[config.mk]
export PLATFORM = sky130hd
export DESIGN_NAME = cache_axi_bridge
export DESIGN_NICKNAME = d
export VERILOG_FILES = /design/src/rtl/cache_axi_pkg.sv /design/src/rtl/cache_axi_rd_buf.sv /design/src/rtl/cache_axi_bridge.sv
export SDC_FILE = /design/constraint.sdc
export NUM_CORES = 2
export LEC_CHECK = 0
export ABC_AREA = 1
export BUFFER_PORTS_ARGS = -buffer_cell sky130_fd_sc_hd__buf_2
export CORE_AREA = 8 8 429 431
export DETAILED_ROUTE_END_ITERATION = 12
export DIE_AREA = 0 0 437 439
export PLACE_DENSITY = 0.44
export SLEW_MARGIN = 20
export SYNTH_ARGS = -nofsm -noshare
export SYNTH_HDL_FRONTEND = slang
export SYNTH_HIERARCHICAL = 1
export SYNTH_SLANG_ARGS = --single-unit
[constraint.sdc]
create_clock -name clk -period 4.72 [get_ports clk]
set_clock_uncertainty 0.1 [all_clocks]
set_input_delay 0.236 -clock clk [delete_from_list [all_inputs] [get_ports clk]]
set_output_delay 0.236 -clock clk [all_outputs]
set_load 0.02 [all_outputs]
[src/rtl/cache_axi_pkg.sv]
// cache_axi_pkg: shared AXI constants, FSM encodings and line-offset helper for the cache AXI bridge
package cache_axi_pkg;
    localparam logic [1:0] AXI_BURST_INCR = 2'b01;
    localparam logic [2:0] AXI_SIZE_WORD  = 3'd2;
    typedef enum logic {AR_IDLE, AR_SEND} ar_state_t;
    typedef enum logic [1:0] {WR_IDLE, WR_DATA, WR_RESP} wr_state_t;
    function automatic int line_off(input int line_words);
        return $clog2(line_words) + 2;
    endfunction
endpackage

[src/rtl/cache_axi_rd_buf.sv]
// cache_axi_rd_buf: per-client R-beat assembly, error flag, outstanding flag and completion pulse
module cache_axi_rd_buf #(
    parameter int LINE_WORDS = 8
) (
    input  logic                     clk,
    input  logic                     resetn,
    input  logic                     accept,
    input  logic                     beat,
    input  logic                     last,
    input  logic [31:0]              rdata,
    input  logic [1:0]               rresp,
    output logic                     outstanding,
    output logic                     ret_valid,
    output logic                     ret_err,
    output logic [LINE_WORDS*32-1:0] ret_data
);
    localparam int CW = $clog2(LINE_WORDS);
    logic [CW-1:0] rcount;
    always_ff @(posedge clk) begin
        if (!resetn) begin
            rcount      <= '0;
            outstanding <= 1'b0;
            ret_valid   <= 1'b0;
            ret_err     <= 1'b0;
            ret_data    <= '0;
        end else begin
            ret_valid <= beat & last;
            if (accept) begin
                outstanding <= 1'b1;
                ret_err     <= 1'b0;
            end
            if (beat) begin
                ret_data[{rcount, 5'd0} +: 32] <= rdata;
                ret_err <= ret_err | (rresp != 2'b00);
                rcount  <= last ? '0 : rcount + 1'b1;
                if (last) outstanding <= 1'b0;
            end
        end
    end
endmodule

[src/rtl/cache_axi_bridge.sv]
// cache_axi_bridge: NPORT read clients and one write client onto a single AXI3 master port
module cache_axi_bridge
    import cache_axi_pkg::*;
#(
    parameter int NPORT      = 2,
    parameter int LINE_WORDS = 8
) (
    input  logic                          clk,
    input  logic                          resetn,
    input  logic [NPORT-1:0]              rd_req,
    input  logic [NPORT-1:0]              rd_type,
    input  logic [NPORT*32-1:0]           rd_addr,
    input  logic [NPORT*3-1:0]            rd_size,
    output logic [NPORT-1:0]              rd_rdy,
    output logic [NPORT-1:0]              ret_valid,
    output logic [NPORT-1:0]              ret_err,
    output logic [NPORT*LINE_WORDS*32-1:0] ret_data,
    input  logic                          wr_req,
    input  logic                          wr_type,
    input  logic [31:0]                   wr_addr,
    input  logic [2:0]                    wr_size,
    input  logic [3:0]                    wr_wstrb,
    input  logic [LINE_WORDS*32-1:0]      wr_data,
    output logic                          wr_rdy,
    output logic                          wr_ok,
    output logic [3:0]                    axi_arid,
    output logic [31:0]                   axi_araddr,
    output logic [7:0]                    axi_arlen,
    output logic [2:0]                    axi_arsize,
    output logic [1:0]                    axi_arburst,
    output logic [1:0]                    axi_arlock,
    output logic [3:0]                    axi_arcache,
    output logic [2:0]                    axi_arprot,
    output logic                          axi_arvalid,
    input  logic                          axi_arready,
    input  logic [3:0]                    axi_rid,
    input  logic [31:0]                   axi_rdata,
    input  logic [1:0]                    axi_rresp,
    input  logic                          axi_rlast,
    input  logic                          axi_rvalid,
    output logic                          axi_rready,
    output logic [3:0]                    axi_awid,
    output logic [31:0]                   axi_awaddr,
    output logic [7:0]                    axi_awlen,
    output logic [2:0]                    axi_awsize,
    output logic [1:0]                    axi_awburst,
    output logic [1:0]                    axi_awlock,
    output logic [3:0]                    axi_awcache,
    output logic [2:0]                    axi_awprot,
    output logic                          axi_awvalid,
    input  logic                          axi_awready,
    output logic [3:0]                    axi_wid,
    output logic [31:0]                   axi_wdata,
    output logic [3:0]                    axi_wstrb,
    output logic                          axi_wlast,
    output logic                          axi_wvalid,
    input  logic                          axi_wready,
    input  logic [3:0]                    axi_bid,
    input  logic [1:0]                    axi_bresp,
    input  logic                          axi_bvalid,
    output logic                          axi_bready
);
    localparam int LO = line_off(LINE_WORDS);
    localparam int CW = $clog2(LINE_WORDS);
    ar_state_t ar_state, ar_next;
    wr_state_t wr_state, wr_next;
    logic [NPORT-1:0] outstanding, hazard, eligible, beat, accept;
    logic [1:0] sel;
    logic blocked;
    logic aw_pend, w_pend, aw_hs, w_hs, wr_done;
    logic [7:0] wcount;
    logic [LINE_WORDS*32-1:0] wr_data_q;
    logic unused_b;

    assign unused_b = ^{axi_bid, axi_bresp};
    assign axi_arburst = AXI_BURST_INCR;
    assign axi_awburst = AXI_BURST_INCR;
    assign axi_arlock  = 2'b00;
    assign axi_awlock  = 2'b00;
    assign axi_arcache = 4'h0;
    assign axi_awcache = 4'h0;
    assign axi_arprot  = 3'h0;
    assign axi_awprot  = 3'h0;
    assign axi_awid    = 4'(NPORT);
    assign axi_wid     = 4'(NPORT);
    assign axi_rready  = 1'b1;

    for (genvar i = 0; i < NPORT; i++) begin : g_port
        // Line-granular compare against the write still in flight
        assign hazard[i]   = (wr_state != WR_IDLE) && (rd_addr[32*i+LO +: 32-LO] == axi_awaddr[31:LO]);
        assign eligible[i] = (ar_state == AR_IDLE) && !outstanding[i] && !hazard[i];
        assign beat[i]     = axi_rvalid && (axi_rid == 4'(i));
        cache_axi_rd_buf #(.LINE_WORDS(LINE_WORDS)) u_buf (
            .clk        (clk),
            .resetn     (resetn),
            .accept     (accept[i]),
            .beat       (beat[i]),
            .last       (axi_rlast),
            .rdata      (axi_rdata),
            .rresp      (axi_rresp),
            .outstanding(outstanding[i]),
            .ret_valid  (ret_valid[i]),
            .ret_err    (ret_err[i]),
            .ret_data   (ret_data[i*LINE_WORDS*32 +: LINE_WORDS*32])
        );
    end

    always_comb begin
        rd_rdy  = '0;
        sel     = '0;
        blocked = 1'b0;
        for (int i = 0; i < NPORT; i++) begin
            rd_rdy[i] = eligible[i] & ~blocked;
            if (rd_req[i] & eligible[i] & ~blocked) sel = 2'(i);
            blocked = blocked | (rd_req[i] & eligible[i]);
        end
    end

    assign accept      = rd_req & rd_rdy;
    assign axi_arvalid = (ar_state == AR_SEND);
    always_comb ar_next = (ar_state == AR_IDLE) ? ((|accept) ? AR_SEND : AR_IDLE)
                                                : (axi_arready ? AR_IDLE : AR_SEND);

    always_ff @(posedge clk) begin
        if (!resetn) begin
            ar_state   <= AR_IDLE;
            axi_arid   <= '0;
            axi_araddr <= '0;
            axi_arlen  <= '0;
            axi_arsize <= '0;
        end else begin
            ar_state <= ar_next;
            if (|accept) begin
                axi_arid   <= 4'(sel);
                axi_araddr <= rd_addr[32*sel +: 32];
                axi_arlen  <= rd_type[sel] ? 8'(LINE_WORDS-1) : 8'd0;
                axi_arsize <= rd_type[sel] ? AXI_SIZE_WORD : rd_size[3*sel +: 3];
            end
        end
    end

    always_comb begin
        wr_rdy      = (wr_state == WR_IDLE);
        axi_awvalid = (wr_state == WR_DATA) & aw_pend;
        axi_wvalid  = (wr_state == WR_DATA) & w_pend;
        axi_bready  = (wr_state == WR_RESP);
        axi_wlast   = axi_wvalid & (wcount == axi_awlen);
        axi_wdata   = wr_data_q[{wcount[CW-1:0], 5'd0} +: 32];
        aw_hs       = axi_awvalid & axi_awready;
        w_hs        = axi_wvalid & axi_wready;
        wr_done     = !(aw_pend & ~aw_hs) && !(w_pend & ~(w_hs & axi_wlast));
        wr_next     = (wr_state == WR_IDLE) ? (wr_req ? WR_DATA : WR_IDLE)
                    : (wr_state == WR_DATA) ? (wr_done ? WR_RESP : WR_DATA)
                    : (axi_bvalid ? WR_IDLE : WR_RESP);
    end

    always_ff @(posedge clk) begin
        if (!resetn) begin
            wr_state   <= WR_IDLE;
            wr_ok      <= 1'b0;
            aw_pend    <= 1'b0;
            w_pend     <= 1'b0;
            wcount     <= '0;
            axi_awaddr <= '0;
            axi_awlen  <= '0;
            axi_awsize <= '0;
            axi_wstrb  <= '0;
            wr_data_q  <= '0;
        end else begin
            wr_state <= wr_next;
            wr_ok    <= axi_bready & axi_bvalid;
            if (wr_req && wr_rdy) begin
                aw_pend    <= 1'b1;
                w_pend     <= 1'b1;
                wcount     <= '0;
                axi_awaddr <= wr_addr;
                axi_awlen  <= wr_type ? 8'(LINE_WORDS-1) : 8'd0;
                axi_awsize <= wr_type ? AXI_SIZE_WORD : wr_size;
                axi_wstrb  <= wr_type ? 4'hF : wr_wstrb;
                wr_data_q  <= wr_data;
            end else begin
                if (aw_hs) aw_pend <= 1'b0;
                if (w_hs) begin
                    wcount <= wcount + 8'd1;
                    if (axi_wlast) w_pend <= 1'b0;
                end
            end
        end
    end
endmodule

**Yosys cells after proc, flatten, opt, wreduce, memory -nomap -nowiden**

Cells that the tools add are included.

- Word-level logic and storage cells: 131
- Output and inout bits: 682
- Flip-flop bits (word level): 886
- Input bits: 423

- Magnitude comparators: 1
- Add/sub/neg operators: 5
- Multiplexer cells: 35
- Bitwise logic cells: 23
- Multiply operators: 1
- Reduce and logical (&&, ||, !) cells: 28
- Shift-type cells: 7
- Equality and inequality tests: 6

Operators with widths:

| kind | number |
|---|---|
| $bwmux 256 | 2 |
| $shift 32x10->256 const A | 2 |
| $shiftx 32x10->256 | 2 |
| $shiftx 256x9->32 | 1 |
| $shiftx 64x7->32 | 1 |
| $eq 27x27->1 | 2 |
| $mux 1 | 22 |
| $neg 8->10 | 2 |
| $mux 3 | 6 |
| $and 1x1->1 | 15 |
| $reduce_bool 2->1 | 7 |
| $logic_and 1x1->1 | 10 |
| $add 8x1->8 const B | 1 |
| $eq 8x8->1 | 1 |
| $mux 2 | 4 |
| $add 3x1->3 const B | 2 |
| $logic_not 1->1 | 6 |
| $shiftx 6x4->3 | 1 |
| $not 1->1 | 5 |
| $eq 4x1->1 const B | 1 |
| $logic_not 4->1 | 1 |
| $mux 4 | 1 |
| $reduce_or 2->1 | 2 |
| $mul 2x1->3 const A | 1 |
| other kinds (7) | 8 |

**Logic depth before layout (Yosys ltp)**

- Depth in word-level cells: 11
- Gate-level depth with buffers: 16
- Mapped depth without buffers: 15

**Cells and area by module**

Netlist, hierarchy kept.

Modules (own cells, without submodules):

| module | instances | area each (µm²) | cells an instance | seq. area each (µm²) |
|---|---|---|---|---|
| cache_axi_bridge | 1 | 16139.2 | 2395 | 6946.7 |
| cache_axi_rd_buf at g_port[1].u_buf | 1 | 11737.5 | 1768 | 5245.0 |
| cache_axi_rd_buf at g_port[0].u_buf | 1 | 11075.6 | 1622 | 5245.0 |

**Worst setup path before layout**

No wires, ideal clock.

- Kind: flip-flop to flip-flop
- From: reg g_port[1].u_buf.rcount[0]
- To: reg g_port[1].u_buf.ret_data[174]
- Clock period less this slack: 2452 ps
- Arrival time: 2237 ps
- Path slack: 2268 ps
- Required time: 4505 ps
- Cell stages (with the launch flop): 14
- Path buffers: 4
- Library setup time: 115 ps
- Cells stage by stage: dfxtp_1 buf_6 inv_4 clkbuf_1 ha_1 ha_1 inv_2 nand2_2 nor2_2 buf_2 buf_2 nand3_1 nand2_1 nor2_1

- Word-level cells in the longest chain between the ends: 3
- Elaborated cells between the ends (all ways): 4
- Those cells by class: add/sub: 1; shift: 2; mux: 1

Ends and longest elaborated chain:

| element | line | RTL |
|---|---|---|
| start: declaration | cache_axi_rd_buf.sv:18 | `logic [CW-1:0] rcount;` |
| start signal: assignment | cache_axi_rd_buf.sv:35 | `rcount <= last ? '0 : rcount + 1'b1;` |
| $neg 8->10 * | cache_axi_rd_buf.sv:33 | `ret_data[{rcount, 5'd0} +: 32] <= rdata;` |
| $shiftx 32x10->256 / $shift 32x10->256 (equally long branches) | cache_axi_rd_buf.sv:33 |  |
| $bwmux 256 * | cache_axi_rd_buf.sv:33 |  |
| end signal: indexed assignment | cache_axi_rd_buf.sv:33 |  |
| end: declaration | cache_axi_rd_buf.sv:15 | `output logic [LINE_WORDS*32-1:0] ret_data` |

Every way passes the cells marked *; elsewhere a longest branch is shown, timed or not.
A chain may end at the register's enable or synchronous reset.

**Worst setup path after layout**

- From: reg axi_awaddr[15]
- To: reg axi_araddr[21]

- Word-level cells in the longest chain between the ends: 9
- Elaborated cells between the ends (all ways): 17
- Those cells by class: eq/ne: 2; shift: 1; mux: 1; bitwise: 6; reduce/logical: 7

Ends and longest elaborated chain:

| element | line | RTL |
|---|---|---|
| start: declaration | cache_axi_bridge.sv:43 | `output logic [31:0] axi_awaddr,` |
| start signal: assignment | cache_axi_bridge.sv:176 | `axi_awaddr <= wr_addr;` |
| $eq 27x27->1 | cache_axi_bridge.sv:90 | `assign hazard[i] = (wr_state != WR_IDLE) && (rd_addr[32*i+LO +: 32-LO] == axi_awaddr[31:LO]);` |
| $logic_and 1x1->1 | cache_axi_bridge.sv:90 |  |
| $logic_not 1->1 | cache_axi_bridge.sv:91 | `assign eligible[i] = (ar_state == AR_IDLE) && !outstanding[i] && !hazard[i];` |
| $logic_and 1x1->1 | cache_axi_bridge.sv:91 |  |
| $and 1x1->1 | cache_axi_bridge.sv:115 | `blocked = blocked \| (rd_req[i] & eligible[i]);` |
| $not 1->1 | cache_axi_bridge.sv:113, cache_axi_bridge.sv:114 |  |
| $and 1x1->1, on equally long branches | cache_axi_bridge.sv:114, cache_axi_bridge.sv:113 |  |
| $mux 1 / $and 2x2->2 (equally long branches) | cache_axi_bridge.sv:114, cache_axi_bridge.sv:119 |  |
| $shiftx 64x7->32 / $reduce_or 2->1 (equally long branches) | cache_axi_bridge.sv:135, cache_axi_bridge.sv:133 |  |
| end signal: assignment | cache_axi_bridge.sv:135 | `axi_araddr <= rd_addr[32*sel +: 32];` |
| end: declaration | cache_axi_bridge.sv:27 | `output logic [31:0] axi_araddr,` |

Several ways; a longest one is shown, not always the timed one.

==> out/qor.log <==
qor: status.status complete, no violations
qor: setup_path.timing.critical_path.slowest_stage_cell sky130_fd_sc_hd__inv_2
qor: setup_path.worstSetupStartpointType register
qor: setup_path.cp_data_required_time 5.29 ns
qor: floorplan.placementRows 155
qor: floorplan.design.core.area 177,000 um^2
qor: detailed_routing.drcViolationCount 0
qor: setup_path.criticalPathCategory register to register
qor: detailed_routing.number_of_nets_still_failing_antenna_checks_after_routing 0
qor: yosys.synth_top_family_by_area simple AND/OR/NAND/NOR gates
qor: setup_path.cp.arrival 4.82 ns
qor: global_route.grt.total_usage 20.7%
qor: cts.post_cts.resized_instances 0
qor: detailed_routing.vias_per_cell 4.51
qor: timing.setup-tns-final 0 ns
qor: detailed_routing.num_vias 42,900
qor: pwr.p_leak 25.7 nW
qor: floorplan.io_pins 1,105
qor: yosys.synth-warning-count 6
qor: detailed_routing.drt_first_pass_iters 6
qor: yosys.synth_simple_gate_area_share 33.2%
qor: timing.max_slew_margin 28.3%
qor: global_route.grt_overflow 0
qor: floorplan.die_area 192,000 um^2
qor: yosys.portion_of_netlist_area_occupied_by_mux_cells 0%
qor: timing.timing.final.setup_violations 0
qor: setup_path.worstPathMaxFanout 29
qor: cts.holdBufCountCts 437
qor: cts.cts-buffers-inserted 105
qor: pwr.cellPowerDensity 353 nW/um^2
qor: cts.cts-root-buf sky130_fd_sc_hd__clkbuf_16
qor: flow_run.cap_violations 0
qor: finish.final_layout_size_suffix_gt1_share 19.6%
qor: placement.post_dp_hpwl 153,000 um
qor: setup_path.timing.critical_path.to_type register
qor: pwr.total_power 18.9 mW
qor: yosys.asyncSetResetFlopFracSynth 0%
qor: timing.unrepaired_setup_endpoints_after_global_routing false
qor: yosys.netlist_area 39,000 um^2
qor: detailed_routing.drt-total-wl 211,000 um
qor: floorplan.die_w 437 um
qor: global_route.grt_max_degree 155
qor: setup_path.critical_path_cell_count 15
qor: cts.cts_setup_buffers 0
qor: cts.clock_sinks 871
qor: pwr.power.ir.vdd_worst 0.000286 V
qor: setup_path.critical_path_buf_inv_count 4
qor: global_route.grt_antenna_before_repair 29
qor: placement.placer_s_final_routability_congestion_estimate 0.913
qor: hold_path.worst_min_path_class input pin to register
qor: yosys.synth_ff_type sky130_fd_sc_hd__dfxtp_1
qor: cts.htreeDepth 3
qor: yosys.yosysSeqAreaShare 44.8%
qor: yosys.postSynthAreaPerCell 6.73 um^2
qor: cts.insertion_delay 0.75 ns
qor: yosys.synthXorXnorAreaFrac 0.270%
qor: yosys.ys_seq_elements 871
qor: setup_path.origin_of_the_worst_setup_path axi_awaddr[15]
qor: cts.clkSlewWorstSetupHoldPaths 0.06 ns
qor: timing.period_share 90.1%
qor: yosys.synth_edf_count 0
qor: yosys.synthAdderAreaFrac 0.482%
qor: setup_path.path_cells xnor2_1 > nand2_1 > nor2_1 > nand2_1 > nor2_1 > nand2_1 > nand3_2 > nand2_4 > inv_2 > nand2_1 > nand3_1 > dlygate4sd3_1 > nand2_1 > dlygate4sd3_1 > inv_1
qor: finish.finish.net_count 7,476
qor: timing.slew_violations 0
qor: setup_path.timing.critical_path.to axi_araddr[21]
qor: setup_path.rr_startpoint axi_awaddr[15]
qor: setup_path.path_delay_family buffers and inverters
qor: placement.port_buffers 1,054
qor: detailed_routing.first_iter_violations 3,142
qor: setup_path.ff2ff_path_depth 15
qor: timing.worst_pin_slew 1.07 ns
qor: floorplan.fp.dieH 439 um
qor: yosys.synth_compound_gate_area_share 11.1%
qor: cts.cts_tree yes
qor: setup_path.timing.critical_path.mode_cell sky130_fd_sc_hd__nand2_1
qor: global_route.grt_pass1_vias 40,800
qor: setup_path.slowest_delay 0.58 ns
qor: finish.areaGrowthSynthToFinish 37.6%
qor: timing.final.min_clock_period 4.25 ns
qor: setup_path.ff2ff_setup_slack 0.47 ns
qor: global_route.grt_pass1_wl 295,000 um
qor: yosys.synthesis.instances 5,785
qor: cts.clock_path_buffers 3
qor: floorplan.effective_utilization_at_floorplan 22.0%
qor: setup_path.rr_endpoint axi_araddr[21]
qor: timing.max_freq 235 MHz
qor: yosys.netlist-cell-type-count 51
qor: detailed_routing.wl_per_cell 22.3 um
qor: timing.timing_hold_violations_final 0
## where the power goes
| group | total [mW] | switching, mW | internal [mW] |
|---|---|---|---|
| Clock | 8.27 | 3.55 | 4.72 |
| Sequential | 7.91 | 0.212 | 7.70 |
| Combinational | 2.77 | 1.79 | 0.983 |
| Total | 18.9 | 5.55 | 13.4 |
## per-layer routing
layer  up-vias  global-route usage, %  wire length (um)
li1      20600                      -                 -
met5         -                      0                38
met4         6                   11.1             13100
met3       439                   3.62             12200
met2      1560                   35.2            101000
met1     20300                   24.8             85400
## final cells by class
type | count | area (um^2)
well taps | 2355 | 2950
clock buffers | 161 | 3180
repair buffers | 1555 | 10200
diodes | 17 | 42.5
flip-flops and latches | 871 | 17400
fillers | 19700 | 124000
multi-input cells | 4071 | 17800
inverters | 434 | 1640
clock inverters | 33 | 342
## sequential cells by signal, summed over array words and instances (netlist names), 2 cells and up
name and flops:
axi_araddr 32, axi_arsize 3, axi_awaddr 32, axi_awsize 3, axi_wstrb 4, g_port.u_buf/outstanding 2, g_port.u_buf/rcount 6, g_port.u_buf/ret_data 512
g_port.u_buf/ret_err 2, g_port.u_buf/ret_valid 2, wcount 8, wr_data_q 256, wr_state 2
## cells in the final DEF (no fill, tap or decap), types with 44 or more instances in the layout
cell / n
sky130_fd_sc_hd__nand3_1: 245
sky130_fd_sc_hd__dfxtp_1: 867
sky130_fd_sc_hd__nor2_1: 1764
sky130_fd_sc_hd__dlygate4sd3_1: 437
sky130_fd_sc_hd__nand4_1: 55
sky130_fd_sc_hd__inv_1: 408
sky130_fd_sc_hd__buf_2: 1053
sky130_fd_sc_hd__clkbuf_16: 106
sky130_fd_sc_hd__a31oi_1: 62
sky130_fd_sc_hd__nand2_1: 969
sky130_fd_sc_hd__o21ai_0: 527
sky130_fd_sc_hd__buf_4: 56
sky130_fd_sc_hd__a21oi_1: 178
sky130_fd_sc_hd__conb_1: 44
## cells by family after synthesis
kind of cell	after synthesis
flip-flops	871
AO/OA/AOI/OAI	826
adder cells (fa/ha/maj)	15
other	2
AND/OR/NAND/NOR	3174
XOR/XNOR	12
buffers and inverters	885
## Yosys cell counts, types with 3 or more instances
master	instances	area share (%)
sky130_fd_sc_hd__inv_1	413	4.0
sky130_fd_sc_hd__a211oi_1	3	0.058
sky130_fd_sc_hd__nor2_1	1766	17
sky130_fd_sc_hd__nand4_1	55	0.88
sky130_fd_sc_hd__clkbuf_8	3	0.11
sky130_fd_sc_hd__o22ai_1	32	0.51
sky130_fd_sc_hd__nand3b_1	20	0.39
sky130_fd_sc_hd__buf_12	3	0.15
sky130_fd_sc_hd__nand3_4	3	0.13
sky130_fd_sc_hd__dfxtp_1	871	45
sky130_fd_sc_hd__o21ai_0	529	6.8
sky130_fd_sc_hd__o21ai_1	6	0.077
sky130_fd_sc_hd__inv_2	18	0.17
sky130_fd_sc_hd__a21oi_1	178	2.3
sky130_fd_sc_hd__o21bai_1	10	0.19
sky130_fd_sc_hd__buf_4	66	1.3
sky130_fd_sc_hd__a31oi_1	62	1.0
sky130_fd_sc_hd__nor2_2	8	0.13
sky130_fd_sc_hd__clkbuf_1	223	2.1
sky130_fd_sc_hd__nor2_4	6	0.17
sky130_fd_sc_hd__nand2_1	970	9.3
sky130_fd_sc_hd__nand3_1	245	3.1
sky130_fd_sc_hd__nor3_1	43	0.55
sky130_fd_sc_hd__nand2_2	9	0.14
sky130_fd_sc_hd__buf_2	108	1.4
sky130_fd_sc_hd__xnor2_1	11	0.25
sky130_fd_sc_hd__nand3_2	33	0.85
sky130_fd_sc_hd__buf_6	21	0.61
sky130_fd_sc_hd__ha_1	15	0.48
sky130_fd_sc_hd__buf_1	25	0.24
## metrics by stage
stage               setup slack (ns)  util (%)  cell area [um^2]  std cells  hold WS (ns)
finish                         0.468      30.2             53600       9497        0.0726
global route                   0.166      30.2             53600       9488        0.0624
CTS                            0.436      30.2             53500       9480       0.00948
detailed placement             0.901      25.8             45700       8849         0.348
global placement               0.938      25.8             45700       8849         0.346
floorplan                       2.27         -             39100       5827         0.270
## tightest hold or removal path: stages
cell                      delay, ns
sky130_fd_sc_hd__buf_2         0.10
sky130_fd_sc_hd__o21ai_0       0.32
sky130_fd_sc_hd__a21oi_1       0.21
## how the worst min path moves through the flow
stage             startpoint                            to  slack, ns  cells past startpoint
4_1_cts        axi_rdata[31]  g_port[1].u_buf/ret_data[31]      0.009                      4
3_3_place_gp   axi_awsize[0]                 axi_awsize[0]       0.35                      1
5_1_grt          wr_addr[29]                axi_awaddr[29]       0.06                      4
6_report         wr_addr[30]                axi_awaddr[30]       0.07                      3
3_5_place_dp   axi_awsize[2]                 axi_awsize[2]       0.35                      1
2_1_floorplan      axi_rlast     g_port[0].u_buf/ret_valid       0.27                      2
(Power assumes the default switching activity.)
